`src/rtl/sparse_split_node.sv`:
```
// sparse_split_node: 2-entry FIFO that splits accumulator values into LSP/MSP pairs and checks vector length.
module sparse_split_node #(
  parameter int ACCUM_WIDTH = 48,
  parameter int SPLIT_WIDTH = 24,
  parameter int VECTOR_LEN = 16,
  localparam int IW = VECTOR_LEN > 1 ? $clog2(VECTOR_LEN) : 1
) (
  input  logic                   clk,
  input  logic                   rst,
  input  logic                   in_valid,
  output logic                   in_ready,
  input  logic [ACCUM_WIDTH-1:0] in_data,
  input  logic                   in_sparse_en,
  input  logic                   in_last,
  output logic                   out_valid,
  input  logic                   out_ready,
  output logic [ACCUM_WIDTH-1:0] out_lsp,
  output logic [ACCUM_WIDTH-1:0] out_msp,
  output logic                   out_sparse_en,
  output logic                   out_last,
  output logic [IW-1:0]          out_idx,
  output logic                   len_err
);
  logic [ACCUM_WIDTH-1:0] mem_data [2];
  logic [IW-1:0]          mem_idx [2];
  logic [1:0]             mem_sp, mem_last, count;
  logic                   wp, rp, push, pop, at_end;
  logic [IW-1:0]          cnt;
  logic [ACCUM_WIDTH-1:0] hd, hi_mask;
  assign in_ready = count != 2'd2;
  assign out_valid = count != 2'd0;
  assign push = in_valid && in_ready;
  assign pop = out_valid && out_ready;
  assign at_end = cnt == IW'(VECTOR_LEN - 1);
  assign hi_mask = {ACCUM_WIDTH{1'b1}} << SPLIT_WIDTH;
  assign hd = out_valid ? mem_data[rp] : '0;
  assign out_sparse_en = out_valid && mem_sp[rp];
  assign out_last = out_valid && mem_last[rp];
  assign out_idx = out_valid ? mem_idx[rp] : '0;
  assign out_lsp = out_sparse_en ? hd & ~hi_mask : hd;
  assign out_msp = out_sparse_en ? hd & hi_mask : '0;
  // A length error is a last flag that disagrees with the counter reaching the end.
  always_ff @(posedge clk or posedge rst)
    if (rst) begin
      mem_data <= '{default: '0};
      mem_idx <= '{default: '0};
      mem_sp <= '0;
      mem_last <= '0;
      count <= '0;
      wp <= 1'b0;
      rp <= 1'b0;
      cnt <= '0;
      len_err <= 1'b0;
    end else begin
      if (push) begin
        mem_data[wp] <= in_data;
        mem_sp[wp] <= in_sparse_en;
        mem_last[wp] <= in_last;
        mem_idx[wp] <= cnt;
        wp <= ~wp;
        cnt <= (in_last || at_end) ? '0 : cnt + IW'(1);
        if (in_last != at_end) len_err <= 1'b1;
      end
      if (pop) rp <= ~rp;
      count <= count + {1'b0, push} - {1'b0, pop};
    end
endmodule

```
`config.mk`:
```
export PLATFORM = sky130hd
export DESIGN_NAME = sparse_split_node
export DESIGN_NICKNAME = d
export VERILOG_FILES = /design/src/rtl/sparse_split_node.sv
export SDC_FILE = /design/constraint.sdc
export NUM_CORES = 1
export LEC_CHECK = 0
export ABC_AREA = 1
export ABC_CLOCK_PERIOD_IN_PS = 3150
export CAP_MARGIN = 40
export CORE_AREA = 4 4 119 121
export DETAILED_ROUTE_END_ITERATION = 10
export DIE_AREA = 0 0 123 125
export PLACE_DENSITY_LB_ADDON = 0.12
export SLEW_MARGIN = 30
export SYNTH_ARGS = -nofsm -noshare
export SYNTH_HDL_FRONTEND = slang
export SYNTH_SLANG_ARGS = --single-unit
```
`constraint.sdc`:
```
create_clock -name clk -period 3.15 [get_ports clk]
set_input_delay 0.315 -clock clk [delete_from_list [all_inputs] [get_ports clk]]
set_output_delay 0.315 -clock clk [all_outputs]
set_load 0.01 [all_outputs]
```
==> flow_summary.yaml, run 1 <==
critical_path:
  r2r_slack_ns: 0.98
  start_kind: "register"
  critPathKind: "reg2out"
  crit_fanout: 25
  ff2ff_path_depth: 7
  rr_endpoint: "count[1]"
  worstPathRequired_ns: 2.83
  reg2reg_from: "count[1]"
  cp_data_arrival_time_ns: 2.64
  worstSetupEndpointType: "output port"
yosys:
  synth_compound_area_frac: 0.149
  syn-cell-area_mm2: 0.00566
  ys_seq_area_frac: 0.517
  synth_seq_cells: 117
  synthCells: 704
  yosysWarningCount: 0
  synthAdderAreaFrac: 0.0110
  synth-simple-area-share: 0.195
  avgSynthCellArea_um2: 8.04
  ys.flop_type: "dfrtp_1"
  yosysUniqueCellTypes: 26
  synth_edf_count: 0
  synth_top_family_by_area: "simple AND/OR/NAND/NOR gates"
  synthArstFlopShare: 1.00
  muxShareOfSynthArea: 0
  synth-xor-area-share: 0.00619
detailed_routing:
  firstDrtPassIters: 6
  wirelength_um: 14400
  ant_nets: 0
  drt-vias-per-instance: 4.82
  wl_per_cell_um: 14.3
  num_vias: 4871
  drc: 0
  initialDrtViolationCount: 387
sta:
  rsz0062_at_grt: "false"
  slew_headroom: 0.587
  hold_viol: 0
  slew_violations: 0
  finalSetupTns_ns: 0
  fin_skew_ns: 0.00546
  fmax_mhz: 338
  worst_pin_slew_ns: 0.618
  period_minus_slack_ns: 2.95
  period_share: 0.938
  setup_violations: 0
global_routing:
  antenna_found_initial: 1
  grt_pass1_wl_um: 23000
  grt_pass1_vias: 4585
  grt_max_degree: 72
  grt_use_total: 0.187
  grt-ovfl-total: 0
place:
  io_buffers: 134
  dp_hpwl_um: 9240
  gp_congestion: 0.789
clocking:
  cts-root-buf: "clkbuf_16"
  numCtsBuffers: 17
  cts_tree: "built"
  clock_path_buffers: 2
  cts_sinks: 117
  htree_levels: 4
  cts_hold_buf: 0
  post-cts-setup-buffer-count: 0
  cts.reportedPaths.clkPinSlew_ns: 0.05
  clk_latency_ns: 0.41
die:
  die_area_mm2: 0.0154
  boundaryPins: 159
  initial_core_util: 0.433
  std_cell_rows: 42
  fp.dieW_um: 123
  core-area_mm2: 0.0131
  fp.dieH_um: 125
final_layout:
  antenna_cells: 0
  final_core_util: 0.578
  final_common_cell: "nand2_1"
  fin_nets: 882
  syn2layout_area_growth_pct: 33.6
  layout.cells.most_common_list: "nand2_1 (171), clkdlybuf4s50_1 (134), o21ai_0 (125)"
  drive_above_1_share: 0.0587
pwr:
  powerDensity_mw_per_mm2: 1150
  ir_drop_mv: 0.440
  power_leakage_nw: 3.56
outcome:
  status: "finished clean"
hold_path:
  hp-class: "in2async"
run:
  maxCapViolCount: 0
## worst max-delay path by stage
stage | start | end | slack (ns) | cells after the start
2_1_floorplan | rst | cnt[0] | 1.41 | 1
3_3_place_gp | rp | out_msp[47] | 0.65 | 5
3_5_place_dp | rp | out_lsp[32] | 0.56 | 5
4_1_cts | rp | out_lsp[32] | 0.12 | 5
5_1_grt | rp | out_sparse_en | 0.02 | 4
6_report | rp | out_sparse_en | 0.20 | 4
## power breakdown
group	switching, mW	leakage, nW	internal [mW]
clock	0.607	0.276	1.14
sequential	0.410	1.46	2.19
combinational	2.37	1.83	1.99
total	3.38	3.56	5.32
## cell type report
type | count | area [um2]
Fill cell | 1205 | 5520
Clock buffer | 28 | 537
Sequential cell | 117 | 2930
Inverter | 62 | 239
Timing Repair Buffer | 143 | 1470
Tap cell | 176 | 220
Clock inverter | 3 | 15.0
Multi-Input combinational cell | 482 | 2150
## through the flow
step | area [um2] | cells | power (mW) | setup WS (ns) | hold slack [ns]
after floorplan | 5750 | 727 | 5.05 | 1.41 | 0.448
after global placement | 6950 | 977 | 6.82 | 0.651 | 0.454
after detailed placement | 7000 | 979 | 6.96 | 0.562 | 0.464
after CTS | 7550 | 1010 | 8.76 | 0.123 | 0.422
after global routing | 7560 | 1011 | 9.42 | 0.0194 | 0.427
final | 7560 | 1011 | 8.70 | 0.195 | 0.397
## synth_stat cells, types with 3 or more instances
cell | n | area [um2]
nand2_4 | 3 | 33.8
ha_1 | 5 | 62.6
dfrtp_1 | 117 | 2930
buf_4 | 28 | 210
a21oi_1 | 29 | 145
nand3_1 | 5 | 25.0
o21ai_1 | 10 | 50.1
buf_6 | 10 | 113
clkbuf_1 | 17 | 63.8
o21ai_0 | 125 | 626
nand2_1 | 171 | 642
buf_2 | 11 | 55.1
nor2_1 | 98 | 368
inv_1 | 60 | 225
## registers in the layout, indices dropped and copies added (netlist names)
name / flops
mem_sp: 2
rp: 1
wp: 1
mem_last: 2
mem_idx: 8
cnt: 4
len_err: 1
mem_data: 96
count: 2
## layer usage
| layer | global-route usage | share of wire |
|---|---|---|
| met5 | 0 | 0.00090 |
| met2 | 0.294 | 0.48 |
| met3 | 0.0483 | 0.056 |
| met1 | 0.256 | 0.45 |
| met4 | 0.0547 | 0.013 |
## cell families after synthesis
group,count (synthesis)
buf+inv,129
compound gates,166
fa+ha+maj,5
xor+xnor,4
flops,117
other cells,1
simple gates,282
## critical path: stages, from the launching register on
cell,delay [ns]
dfrtp_2,0.56
or2_1,0.29
o21ai_4,0.20
nor2_4,0.53
clkdlybuf4s50_1,0.65
## timing repair
action | in CTS | in global routing
endpoints found under the hold margin | 0 | 0
gates resized for setup | 0 | 1
endpoints found under the setup margin | 0 | 2
Power figures use the tool's default switching activity.
==> inputs of run 2 (changes only) <==
--- a/config.mk
+++ b/config.mk
@@ -6,12 +6,12 @@
 export NUM_CORES = 1
 export LEC_CHECK = 0
 export ABC_AREA = 1
-export ABC_CLOCK_PERIOD_IN_PS = 3150
 export CAP_MARGIN = 40
 export CORE_AREA = 4 4 119 121
 export DETAILED_ROUTE_END_ITERATION = 10
 export DIE_AREA = 0 0 123 125
 export PLACE_DENSITY_LB_ADDON = 0.12
+export SKIP_CTS_REPAIR_TIMING = 1
 export SLEW_MARGIN = 30
 export SYNTH_ARGS = -nofsm -noshare
 export SYNTH_HDL_FRONTEND = slang
==> results of run 2 <==
Same layout as run 1: the final DEF is identical, and so are final timing and power.
==> inputs of run 3 (changes only) <==
==> constraint.sdc (replaced) <==
create_clock -name clk -period 2.6 [get_ports clk]
set_input_delay 0.26 -clock clk [delete_from_list [all_inputs] [get_ports clk]]
set_output_delay 0.26 -clock clk [all_outputs]
set_load 0.01 [all_outputs]
==> flow_summary.yaml, run 3 (synthesized netlist as in run 1, its figures left out) <==
outcome:
  status: "finished clean"
run:
  maxCapViolCount: 0
critical_path:
  worstSetupEndpointType: "output port"
  path_common_cell: "buf_4"
  crit_slowest_cell: "clkdlybuf4s50_1"
  crit_fanout: 22
  path_buf_inv: 3
  start_kind: "register"
  critPathMaxStageDelay_ns: 0.50
  worstPathRequired_ns: 2.34
  critPathKind: "reg2out"
  path_cells: "nor2_4 > buf_4 > buf_4 > a21oi_1 > clkdlybuf4s50_1"
  cpLargestDelayFamily: "buffers and inverters"
  cp_data_arrival_time_ns: 2.19
clocking:
  cts_tree: "built"
  cts.reportedPaths.clkPinSlew_ns: 0.05
  clock_path_buffers: 2
  htree_levels: 4
  clk_latency_ns: 0.40
  cts-root-buf: "clkbuf_16"
  numCtsBuffers: 17
  cts_sinks: 117
die:
  fp.dieH_um: 125
  boundaryPins: 159
  std_cell_rows: 42
  initial_core_util: 0.433
  core-area_mm2: 0.0131
  fp.dieW_um: 123
  die_area_mm2: 0.0154
final_layout:
  antenna_cells: 0
  fillerInstances: 1166
  regArea_mm2: 0.00293
  top_register: "mem_data"
  final_common_cell: "nand2_1"
  drive_above_1_share: 0.0723
  multiInputGateArea_mm2: 0.00215
  fin_nets: 890
  layout.cells.most_common_list: "nand2_1 (171), clkdlybuf4s50_1 (134), o21ai_0 (125)"
  largestRegisters: "mem_data x96, mem_idx x8, cnt x4"
  largest_reg_flops: 96
  layout.cells.non_filler: 1020
  syn2layout_area_growth_pct: 36.4
sta:
  period_minus_slack_ns: 2.45
  setup_violations: 0
  rsz0062_at_grt: "false"
  fin_skew_ns: 0.00508
  period_share: 0.942
  slew_headroom: 0.558
  hold_viol: 0
  worst_pin_slew_ns: 0.662
  slew_violations: 0
  hold_ws_ns: 0.398
  fmax_mhz: 408
pwr:
  powerDensity_mw_per_mm2: 1430
  ir_drop_mv: 0.592
  power_leakage_nw: 3.65
place:
  io_buffers: 134
  gp_congestion: 0.773
  dp.cells: 986
  dp_hpwl_um: 9520
global_routing:
  grt_pass1_vias: 4810
  antenna_found_initial: 0
  grt_max_degree: 68
  grt_pass1_wl_um: 23500
  grt_use_total: 0.190
  grt-ovfl-total: 0
detailed_routing:
  wirelength_um: 14200
  drt-vias-per-instance: 4.78
  initialDrtViolationCount: 355
  num_vias: 4877
  drc: 0
  wl_per_cell_um: 13.9
  ant_nets: 0
  firstDrtPassIters: 5
hold_path:
  hp-class: "in2async"
-- run 3: power by group --
part	switching [mW]	internal, mW	leakage [nW]	total, mW
Sequential	0.482	2.66	1.46	3.14
Combinational	2.86	2.49	1.86	5.35
Clock	0.778	1.75	0.322	2.53
Total	4.12	6.90	3.65	11.0
-- run 3: metal layers --
metal | wire length (um) | global-route usage
met5 | 0 | 0
met2 | 6560 | 0.292
met4 | 237 | 0.0625
met3 | 946 | 0.0506
met1 | 6470 | 0.262
-- run 3: through the flow --
stage,cell area [um2],utilization,setup TNS [ns],setup slack [ns],total power [mW]
floorplan,5750,-,0,0.913,6.12
global placement,7050,0.538,0,0.455,8.38
detailed placement,7050,0.538,0,0.410,8.50
CTS,7700,0.588,-0.213,-0.0444,11.1
global route,7720,0.590,0,0.0114,11.9
finish,7720,0.590,0,0.150,11.0
-- run 3: area by class of cell --
class | instances | area share
clock buffers | 24 | 0.0662
clock inverters | 8 | 0.0185
inverters | 62 | 0.0313
multi-input cells | 481 | 0.278
flip-flops and latches | 117 | 0.379
well taps | 176 | 0.0285
repair buffers | 152 | 0.199
-- run 3: final timing paths --
path                              start      endpoint  slack (ns)  depth (start not counted)
setup reg to reg               count[1]      count[1]        0.54                          8
setup / recovery               count[1]      out_last        0.15                          5
hold reg to reg            mem_data[39]  mem_data[39]        0.48                          2
max in group asynchronous           rst        cnt[0]        1.49                          3
hold / removal                      rst  mem_data[19]        0.40                          2
min in group clk             in_data[0]  mem_data[48]        0.42                          3
